`config.mk`:
```
export PLATFORM = sky130hd
export DESIGN_NAME = dmem_arbiter_flat
export DESIGN_NICKNAME = d
export VERILOG_FILES = /design/src/rtl/dmem_arbiter_if.sv /design/src/rtl/dmem_arbiter.sv /design/src/flat_wrapper.sv
export SDC_FILE = /design/constraint.sdc
export NUM_CORES = 1
export LEC_CHECK = 0
export BUFFER_PORTS_ARGS = -buffer_cell sky130_fd_sc_hd__buf_2
export CORE_ASPECT_RATIO = 0.75
export CORE_MARGIN = 10
export CORE_UTILIZATION = 44
export DETAILED_ROUTE_END_ITERATION = 8
export HOLD_SLACK_MARGIN = 0.12
export PLACE_DENSITY = 0.87
export SETUP_SLACK_MARGIN = 0.3
export SLEW_MARGIN = 5
export SYNTH_ARGS = -nofsm -noshare
export SYNTH_HDL_FRONTEND = slang
export SYNTH_SLANG_ARGS = --single-unit
```
`constraint.sdc`:
```
create_clock -name sysclk -period 5.2 [get_ports sysclk]
set_input_delay 1.3 -clock sysclk [delete_from_list [all_inputs] [get_ports sysclk]]
set_output_delay 1.3 -clock sysclk [all_outputs]
set_load 0.02 [all_outputs]
```
`src/rtl/dmem_arbiter_if.sv`:
```
// Bus bundle between the execute stage, the debug/display port and the data_mem lanes.
// The slave side is the arbiter; the master side is the surrounding CPU/debug/memory environment.
interface dmem_arbiter_if #(
    parameter int ADDR_W = 8
);
    logic              cpu_valid;
    logic [ADDR_W-1:0] cpu_addr;
    logic [3:0]        cpu_wren;
    logic [31:0]       cpu_wdata;
    logic [31:0]       cpu_rdata;
    logic              cpu_stall;
    logic              cpu_halt;

    logic              dbg_req;
    logic              dbg_we;
    logic [ADDR_W-1:0] dbg_addr;
    logic [31:0]       dbg_wdata;
    logic              dbg_ack;
    logic [31:0]       dbg_rdata;

    logic [ADDR_W-1:0] mem_addr;
    logic [3:0]        mem_wren;
    logic [31:0]       mem_wdata;
    logic [31:0]       mem_rdata;

    modport slave (
        input  cpu_valid, cpu_addr, cpu_wren, cpu_wdata, cpu_halt,
        output cpu_rdata, cpu_stall,
        input  dbg_req, dbg_we, dbg_addr, dbg_wdata,
        output dbg_ack, dbg_rdata,
        output mem_addr, mem_wren, mem_wdata,
        input  mem_rdata
    );

    modport master (
        output cpu_valid, cpu_addr, cpu_wren, cpu_wdata, cpu_halt,
        input  cpu_rdata, cpu_stall,
        output dbg_req, dbg_we, dbg_addr, dbg_wdata,
        input  dbg_ack, dbg_rdata,
        input  mem_addr, mem_wren, mem_wdata,
        output mem_rdata
    );
endinterface

```
`src/rtl/dmem_arbiter.sv`:
```
// Shares the byte-sliced data memory between the execute stage (priority) and the debug port;
// a starvation counter forces a debug access through by stalling the pipeline for one cycle.
module dmem_arbiter #(
    parameter int ADDR_W       = 8,
    parameter int STARVE_LIMIT = 15,
    parameter int CNT_W        = 16
) (
    input  logic             sysclk,
    input  logic             cpu_resetn,
    dmem_arbiter_if.slave    bus,
    output logic [CNT_W-1:0] stall_count
);
    typedef enum logic {IDLE, ACK} state_t;

    localparam logic [7:0] LIMIT = 8'(STARVE_LIMIT);

    state_t      state, state_nxt;
    logic [7:0]  starve_cnt;
    logic [31:0] dbg_rdata_q;
    logic        cpu_act;
    logic        grant_dbg;
    logic        stall;

    function automatic logic [CNT_W-1:0] sat_inc(input logic [CNT_W-1:0] v);
        return (&v) ? v : v + CNT_W'(1);
    endfunction

    function automatic logic [7:0] starve_inc(input logic [7:0] v);
        return (v >= LIMIT) ? LIMIT : v + 8'd1;
    endfunction

    assign cpu_act   = bus.cpu_valid & ~bus.cpu_halt;
    assign grant_dbg = (state == IDLE) & bus.dbg_req & (~cpu_act | (starve_cnt == LIMIT));

    always_comb begin
        state_nxt     = state;
        bus.mem_addr  = bus.cpu_addr;
        bus.mem_wren  = cpu_act ? bus.cpu_wren : 4'b0000;
        bus.mem_wdata = bus.cpu_wdata;
        stall         = 1'b0;
        case (state)
            IDLE: begin
                if (grant_dbg) begin
                    bus.mem_addr  = bus.dbg_addr;
                    bus.mem_wren  = bus.dbg_we ? 4'b1111 : 4'b0000;
                    bus.mem_wdata = bus.dbg_wdata;
                    stall         = cpu_act;
                    state_nxt     = ACK;
                end
            end
            ACK:     state_nxt = IDLE;
            default: state_nxt = IDLE;
        endcase
        // An aborted access must never reach the lanes, even within the reset cycle itself.
        if (!cpu_resetn) begin
            bus.mem_wren = 4'b0000;
            stall        = 1'b0;
        end
    end

    assign bus.cpu_stall = stall;
    assign bus.cpu_rdata = bus.mem_rdata;
    assign bus.dbg_ack   = (state == ACK);
    assign bus.dbg_rdata = dbg_rdata_q;

    always_ff @(posedge sysclk or negedge cpu_resetn) begin
        if (!cpu_resetn) begin
            state       <= IDLE;
            starve_cnt  <= 8'd0;
            dbg_rdata_q <= 32'd0;
            stall_count <= '0;
        end else begin
            state <= state_nxt;
            if (state == IDLE) begin
                if (grant_dbg || !bus.dbg_req)
                    starve_cnt <= 8'd0;
                else if (cpu_act)
                    starve_cnt <= starve_inc(starve_cnt);
            end
            if (grant_dbg && !bus.dbg_we)
                dbg_rdata_q <= bus.mem_rdata;
            if (stall)
                stall_count <= sat_inc(stall_count);
        end
    end
endmodule

```
`src/flat_wrapper.sv`:
```
// flat-port wrapper written by rule: the top's interface ports become plain ports
module dmem_arbiter_flat 
#(
    parameter int ADDR_W       = 8,
    parameter int STARVE_LIMIT = 15,
    parameter int CNT_W        = 16
)
  (sysclk, cpu_resetn, stall_count, bus_cpu_valid, bus_cpu_addr, bus_cpu_wren, bus_cpu_wdata, bus_cpu_halt, bus_cpu_rdata, bus_cpu_stall, bus_dbg_req, bus_dbg_we, bus_dbg_addr, bus_dbg_wdata, bus_dbg_ack, bus_dbg_rdata, bus_mem_addr, bus_mem_wren, bus_mem_wdata, bus_mem_rdata);
  dmem_arbiter_if #(.ADDR_W(ADDR_W)) bus_i ();
  input  logic sysclk;
  input  logic cpu_resetn;
  output logic [CNT_W-1:0] stall_count;
  input wire logic [$bits(bus_i.cpu_valid)-1:0] bus_cpu_valid;
  input wire logic [$bits(bus_i.cpu_addr)-1:0] bus_cpu_addr;
  input wire logic [$bits(bus_i.cpu_wren)-1:0] bus_cpu_wren;
  input wire logic [$bits(bus_i.cpu_wdata)-1:0] bus_cpu_wdata;
  input wire logic [$bits(bus_i.cpu_halt)-1:0] bus_cpu_halt;
  output wire logic [$bits(bus_i.cpu_rdata)-1:0] bus_cpu_rdata;
  output wire logic [$bits(bus_i.cpu_stall)-1:0] bus_cpu_stall;
  input wire logic [$bits(bus_i.dbg_req)-1:0] bus_dbg_req;
  input wire logic [$bits(bus_i.dbg_we)-1:0] bus_dbg_we;
  input wire logic [$bits(bus_i.dbg_addr)-1:0] bus_dbg_addr;
  input wire logic [$bits(bus_i.dbg_wdata)-1:0] bus_dbg_wdata;
  output wire logic [$bits(bus_i.dbg_ack)-1:0] bus_dbg_ack;
  output wire logic [$bits(bus_i.dbg_rdata)-1:0] bus_dbg_rdata;
  output wire logic [$bits(bus_i.mem_addr)-1:0] bus_mem_addr;
  output wire logic [$bits(bus_i.mem_wren)-1:0] bus_mem_wren;
  output wire logic [$bits(bus_i.mem_wdata)-1:0] bus_mem_wdata;
  input wire logic [$bits(bus_i.mem_rdata)-1:0] bus_mem_rdata;
  assign bus_i.cpu_valid = bus_cpu_valid;
  assign bus_i.cpu_addr = bus_cpu_addr;
  assign bus_i.cpu_wren = bus_cpu_wren;
  assign bus_i.cpu_wdata = bus_cpu_wdata;
  assign bus_i.cpu_halt = bus_cpu_halt;
  assign bus_cpu_rdata = bus_i.cpu_rdata;
  assign bus_cpu_stall = bus_i.cpu_stall;
  assign bus_i.dbg_req = bus_dbg_req;
  assign bus_i.dbg_we = bus_dbg_we;
  assign bus_i.dbg_addr = bus_dbg_addr;
  assign bus_i.dbg_wdata = bus_dbg_wdata;
  assign bus_dbg_ack = bus_i.dbg_ack;
  assign bus_dbg_rdata = bus_i.dbg_rdata;
  assign bus_mem_addr = bus_i.mem_addr;
  assign bus_mem_wren = bus_i.mem_wren;
  assign bus_mem_wdata = bus_i.mem_wdata;
  assign bus_i.mem_rdata = bus_mem_rdata;
  dmem_arbiter #(.ADDR_W(ADDR_W), .STARVE_LIMIT(STARVE_LIMIT), .CNT_W(CNT_W)) u_core (.sysclk(sysclk), .cpu_resetn(cpu_resetn), .bus(bus_i), .stall_count(stall_count));
endmodule
```
==> impl_metrics.json, run 1 <==
{
  "design_area_um2": 4600,
  "relSlewSlack_pct": 24.8,
  "fmax_mhz": 240,
  "period_needed_ps": 4160,
  "vias": 2834,
  "antenna_found_initial": 0,
  "tritoncts": "built",
  "die_y_um": 95.1,
  "preCtsSetupSlack_ps": 1060,
  "cts.path.max_buffers": 2,
  "grt_pass1_wl_um": 16700,
  "post-route-period-util_pct": 80.1,
  "grt_pass1_vias": 3087,
  "setup_tns_ps": 0,
  "seq_area_um2": 1430,
  "place_congestion": 0.834,
  "status": "finished, final reports clean",
  "cts-htree-levels": 3,
  "post-route-util_pct": 62.7,
  "async_flop_share_pct": 100,
  "core_region_area_um2": 7330,
  "peakVddDrop_v": 0.000162,
  "clockRootBuffer": "clkbuf_8",
  "place_hpwl_um": 9000,
  "worst_slew_pin_slew_ps": 1130,
  "synth_edf_count": 0,
  "placed_area_um2": 4380,
  "cp-start-kind": "input port",
  "cts_buffers": 9,
  "synthTopCellsByArea": "dfrtp_1, mux2_2, mux2_4, buf_4, xor2_1",
  "yosys.area.top_type_share_pct": 43.2,
  "clock_skew_ps": 7.36,
  "timing.final.hold_violations": 0,
  "worstSkewPairLatency_ps": 340,
  "syn_nets": 391,
  "synth_top_cell_by_area": "dfrtp_1",
  "die_x_um": 120,
  "holdBufCountCts": 0,
  "whs_ps": 486,
  "yosysSeqAreaShare_pct": 43.2,
  "p_leak_nw": 2.56,
  "synth-seq-cells": 57,
  "dp_cells": 577,
  "overflow": 0,
  "power_mw": 1.43,
  "viasPerCell": 4.78,
  "grt_max_degree": 42,
  "detail_route.wl_per_cell_um": 18.3,
  "dieArea_um2": 11400,
  "cap_violations": 0,
  "worst_hold_path_type": "flip-flop to flip-flop",
  "rows": 27,
  "initial_core_util_pct": 45.1,
  "synth_warnings": 0,
  "final-setup-viol-count": 0,
  "synthToLayoutAreaGrowth_pct": 39.2,
  "multi_input_area_um2": 1560,
  "nFillCells": 601,
  "drive_gt1_share_pct": 70.3,
  "postSynthCellCount": 267,
  "ctsResizeCount": 0,
  "drc": 0,
  "arrival_ps": 2860,
  "pin_count": 248,
  "cp_max_fo": 41,
  "drtPass1Iterations": 4,
  "crit_path_end_kind": "primary output",
  "numClockSinks": 57,
  "syn-cell-area_um2": 3300,
  "n_antenna_cell": 0,
  "synthTopCellsByCount": "dfrtp_1, mux2_2, buf_4",
  "worst_slack_ps": 1040,
  "drt_iter0_drc": 116,
  "crit_required_ps": 3900,
  "synth_top_flop_cell": "dfrtp_1",
  "fin_cells": 593,
  "post_cts_buffers": 0,
  "ant_nets": 0,
  "critPathKind": "input port to primary output",
  "powerDensity_nw_per_um2": 310,
  "maxSlewViolCount": 0,
  "rsz0062_at_grt": "no",
  "yosysMostFrequentCell": "dfrtp_1",
  "wl_um": 10800,
  "syn_area_per_cell_um2": 12.4,
  "port_buffers": 247,
  "track_usage_pct": 18.2,
  "netlist-cell-type-count": 39,
  "nets": 611,
  "clk_pin_slew_ps": 60
}
==> cell families (layout without fill, tap and decap cells) <==
group	count (synthesis)	count (layout)	share of synthesized area (%)
flip-flops	57	57	43.2
buffers and inverters	44	269	9.81
adder cells (fa/ha/maj)	2	2	0.757
AO/OA/AOI/OAI	19	19	4.39
XOR/XNOR	15	15	3.98
multiplexers	72	72	27.9
AND/OR/NAND/NOR	58	58	9.96
==> per-layer routing <==
layer	global-route usage [%]	routed length (um)	up-vias
li1	-	-	1348
met1	19.6	4080	1350
met2	31.9	5540	123
met4	5.01	114	0
met3	8.62	1100	13
met5	0	0	-
==> cells in the final DEF (no fill, tap or decap), types with 2 or more instances in the layout <==
cell,netlist,final
a21boi_0,4,4
a21oi_1,2,2
a22o_1,2,2
and2_1,3,3
and3_1,2,2
and4_1,2,2
buf_2,0,247
buf_4,32,3
bufinv_16,0,2
clkbuf_8,0,9
clkinv_2,1,3
clkinvlp_4,0,2
dfrtp_1,57,57
ha_1,2,2
mux2_2,42,42
mux2_4,30,30
nand2_1,18,18
nand2b_1,3,2
nand3_1,7,7
nand4_1,5,5
nor2_1,6,6
nor3_1,5,5
o21ai_0,5,5
xnor2_1,6,6
xor2_1,9,9
==> final timing paths <==
| path | endpoint | slack [ps] | depth (start not counted) | startpoint |
|---|---|---|---|---|
| worst max-delay path | bus_mem_wren[1] | 1040 | 8 | bus_cpu_halt |
| worst min-delay path | u_core.stall_count[8] | 490 | 1 | u_core.stall_count[8] |
| max in group asynchronous | u_core.starve_cnt[6] | 3830 | 2 | cpu_resetn |
| worst max register to register | u_core.bus.dbg_rdata[23] | 2110 | 8 | u_core.starve_cnt[0] |
| min in group asynchronous | u_core.bus.dbg_rdata[29] | 1010 | 2 | cpu_resetn |
| worst min register to register | u_core.stall_count[8] | 490 | 1 | u_core.stall_count[8] |
==> worst max-delay path, stage by stage <==
cell and delay, ps:
buf_2 110, nor2b_1 250, a21o_1 170, buf_4 430, clkinv_2 150, nand2_1 140
a21boi_0 120, buf_2 180
==> layout make-up <==
class / count / area share [%]
multi-input combinational: 166 / 33.9
sequential: 57 / 31.0
tap: 101 / 2.75
inverter: 3 / 0.272
clock buffer: 9 / 2.69
clock inverter: 7 / 2.04
timing repair buffer: 250 / 27.4
==> registers in the layout, indices dropped and copies added (netlist names) <==
name and count:
u_core.bus.dbg_rdata 32, u_core.starve_cnt 8, u_core.bus.dbg_ack 1, u_core.stall_count 16
==> report_power, final <==
group	total [mW]	switching, mW	internal [mW]
sequential	0.531	0.0313	0.500
combinational	0.445	0.241	0.204
clock	0.451	0.181	0.269
total	1.43	0.453	0.973
No activity file was read; power rests on OpenSTA's default activity.
==> inputs of run 2 (changes only) <==
--- a/config.mk
+++ b/config.mk
@@ -5,13 +5,14 @@
 export SDC_FILE = /design/constraint.sdc
 export NUM_CORES = 1
 export LEC_CHECK = 0
+export ABC_AREA = 1
 export BUFFER_PORTS_ARGS = -buffer_cell sky130_fd_sc_hd__buf_2
 export CORE_ASPECT_RATIO = 0.75
 export CORE_MARGIN = 10
-export CORE_UTILIZATION = 44
+export CORE_UTILIZATION = 38
 export DETAILED_ROUTE_END_ITERATION = 8
 export HOLD_SLACK_MARGIN = 0.12
-export PLACE_DENSITY = 0.87
+export PLACE_DENSITY = 0.77
 export SETUP_SLACK_MARGIN = 0.3
 export SLEW_MARGIN = 5
 export SYNTH_ARGS = -nofsm -noshare
==> constraint.sdc (replaced) <==
create_clock -name sysclk -period 3.7 [get_ports sysclk]
set_input_delay 0.925 -clock sysclk [delete_from_list [all_inputs] [get_ports sysclk]]
set_output_delay 0.925 -clock sysclk [all_outputs]
set_load 0.02 [all_outputs]
==> impl_metrics.json, run 2 <==
{
  "status": "finished, final reports clean",
  "cts-htree-levels": 3,
  "p_leak_nw": 3.25,
  "worstSkewPairLatency_ps": 330,
  "crit_required_ps": 2770,
  "post-route-util_pct": 53.1,
  "yosys.area.top_type_share_pct": 38.5,
  "pin_count": 248,
  "rsz0062_at_grt": "no",
  "post-route-period-util_pct": 87.5,
  "track_usage_pct": 17.4,
  "worst_slack_ps": 463,
  "ant_nets": 0,
  "rows": 31,
  "synth_top_flop_cell": "dfrtp_1",
  "grt_max_degree": 65,
  "syn_nets": 645,
  "wl_um": 12600,
  "period_needed_ps": 3240,
  "die_x_um": 134,
  "cts_buffers": 9,
  "final-setup-viol-count": 0,
  "post_cts_buffers": 0,
  "grt_pass1_vias": 3750,
  "syn-cell-area_um2": 3700,
  "cp_max_fo": 42,
  "arrival_ps": 2310,
  "nFillCells": 972,
  "synth_edf_count": 0,
  "synthTopCellsByArea": "dfrtp_1, nand2_1, buf_4, inv_1, o21bai_1",
  "netlist-cell-type-count": 26,
  "async_flop_share_pct": 100,
  "nets": 854,
  "postSynthCellCount": 521,
  "dieArea_um2": 14100,
  "setup_tns_ps": 0,
  "power_mw": 2.19,
  "port_buffers": 247,
  "largest_register_ffs": 32,
  "syn_area_per_cell_um2": 7.11,
  "powerDensity_nw_per_um2": 431,
  "clock_skew_ps": 7.57,
  "met2_usage_pct": 30.4,
  "grt_pass1_wl_um": 19800,
  "grt_most_used_layer": "met2",
  "layout_common_cells": "buf_2, nand2_1, inv_1",
  "initial_core_util_pct": 38.7,
  "overflow": 0,
  "yosysSeqAreaShare_pct": 38.5,
  "cts.path.max_buffers": 2,
  "synthTopCellsByCount": "nand2_1, inv_1, dfrtp_1",
  "cap_violations": 0,
  "vias": 3799,
  "timing.final.hold_violations": 0,
  "grt_util_met1_pct": 18.7,
  "fmax_mhz": 309,
  "clockRootBuffer": "clkbuf_16",
  "drtPass1Iterations": 5,
  "clk_pin_slew_ps": 50,
  "crit_path_end_kind": "primary output",
  "peakVddDrop_v": 0.000256,
  "tritoncts": "built",
  "synth_top_cell_by_area": "dfrtp_1",
  "worst_slew_pin_slew_ps": 727,
  "synth-seq-cells": 57,
  "drt_iter0_drc": 291,
  "numClockSinks": 57,
  "yosysMostFrequentCell": "nand2_1",
  "place_congestion": 0.865,
  "antenna_found_initial": 2,
  "synth_warnings": 0,
  "cp-start-kind": "input port",
  "drc": 0,
  "final_common_cell": "buf_2",
  "relSlewSlack_pct": 51.6,
  "drive_gt1_share_pct": 41.0,
  "detail_route.wl_per_cell_um": 14.4,
  "use_met3_pct": 8.16,
  "die_y_um": 106,
  "viasPerCell": 4.37,
  "maxSlewViolCount": 0,
  "synthToLayoutAreaGrowth_pct": 37.4,
  "place_hpwl_um": 10200,
  "core_region_area_um2": 9580,
  "critPathKind": "input port to primary output",
  "worst_hold_path_type": "flip-flop to flip-flop",
  "preCtsSetupSlack_ps": 517
}
-- run 2: changes by cell type after synthesis, sizes merged, moves of 6 or more --
cell,change
nand3,+6
nand2,+224
mux2,-72
inv,+58
nor2,+20
o21bai,+16
buf,+7
o21ai,+31
xnor2,-6
-- run 2: what timing repair did --
action	CTS	global route
endpoints found under the setup margin	0	1
hold buffers	0	0
gates resized for setup	0	1
-- run 2: kinds of logic after synthesis --
kind of cell | Yosys count | synth area share (%)
AND/OR/NAND/NOR | 290 | 33.4
XOR/XNOR | 9 | 2.13
flip-flops | 57 | 38.5
adder cells (fa/ha/maj) | 2 | 0.675
buffers and inverters | 111 | 15.9
AO/OA/AOI/OAI | 52 | 9.42
-- run 2: final cells by class --
cell class / instances / area [um2] / share of cell area [%]
clock buffer: 11 / 243 / 4.77
antenna: 2 / 5.00 / 0.0984
tap: 132 / 165 / 3.25
sequential: 57 / 1430 / 28.0
inverter: 59 / 223 / 4.38
timing repair buffer: 250 / 1260 / 24.7
multi-input combinational: 353 / 1690 / 33.2
clock inverter: 5 / 78.8 / 1.55
-- run 2: worst max-delay path: stages --
cell and delay, ps:
buf_2 110, nor2_4 210, o21ai_2 110, nand2_2 80, clkinv_2 410, nand2_1 210
nand2_1 80, buf_2 160
-- run 2: where the power goes --
part | switching (mW) | internal, mW | total (mW) | leakage (nW)
Sequential | 0.0413 | 0.695 | 0.737 | 0.661
Clock | 0.284 | 0.606 | 0.890 | 0.159
Combinational | 0.368 | 0.199 | 0.567 | 2.43
-- run 2: stage by stage --
step	cells	cell area (um2)	hold WS, ps
after floorplan	521	3700	437
after global placement	851	4760	452
after detailed placement	851	4760	453
after CTS	867	5080	467
after global routing	868	5090	494
final	869	5090	470
-- run 2: path summary, 6_finish.rpt --
kind / start / to / slack [ps] / cells after the start
worst max-delay path: bus_cpu_halt / bus_mem_wdata[11] / 460 / 8
worst min-delay path: u_core.starve_cnt[6] / u_core.starve_cnt[6] / 470 / 2
worst max register to register: u_core.starve_cnt[0] / u_core.bus.dbg_rdata[7] / 1810 / 6
worst min register to register: u_core.starve_cnt[6] / u_core.starve_cnt[6] / 470 / 2
max in group asynchronous: cpu_resetn / u_core.starve_cnt[1] / 2340 / 2
min in group asynchronous: cpu_resetn / u_core.bus.dbg_ack / 880 / 2
-- run 2: routing by layer --
metal | vias up | wire length (um)
met5 | - | 0
met4 | 0 | 160
met3 | 16 | 1260
met2 | 137 | 6410
met1 | 1679 | 4720
li1 | 1967 | -
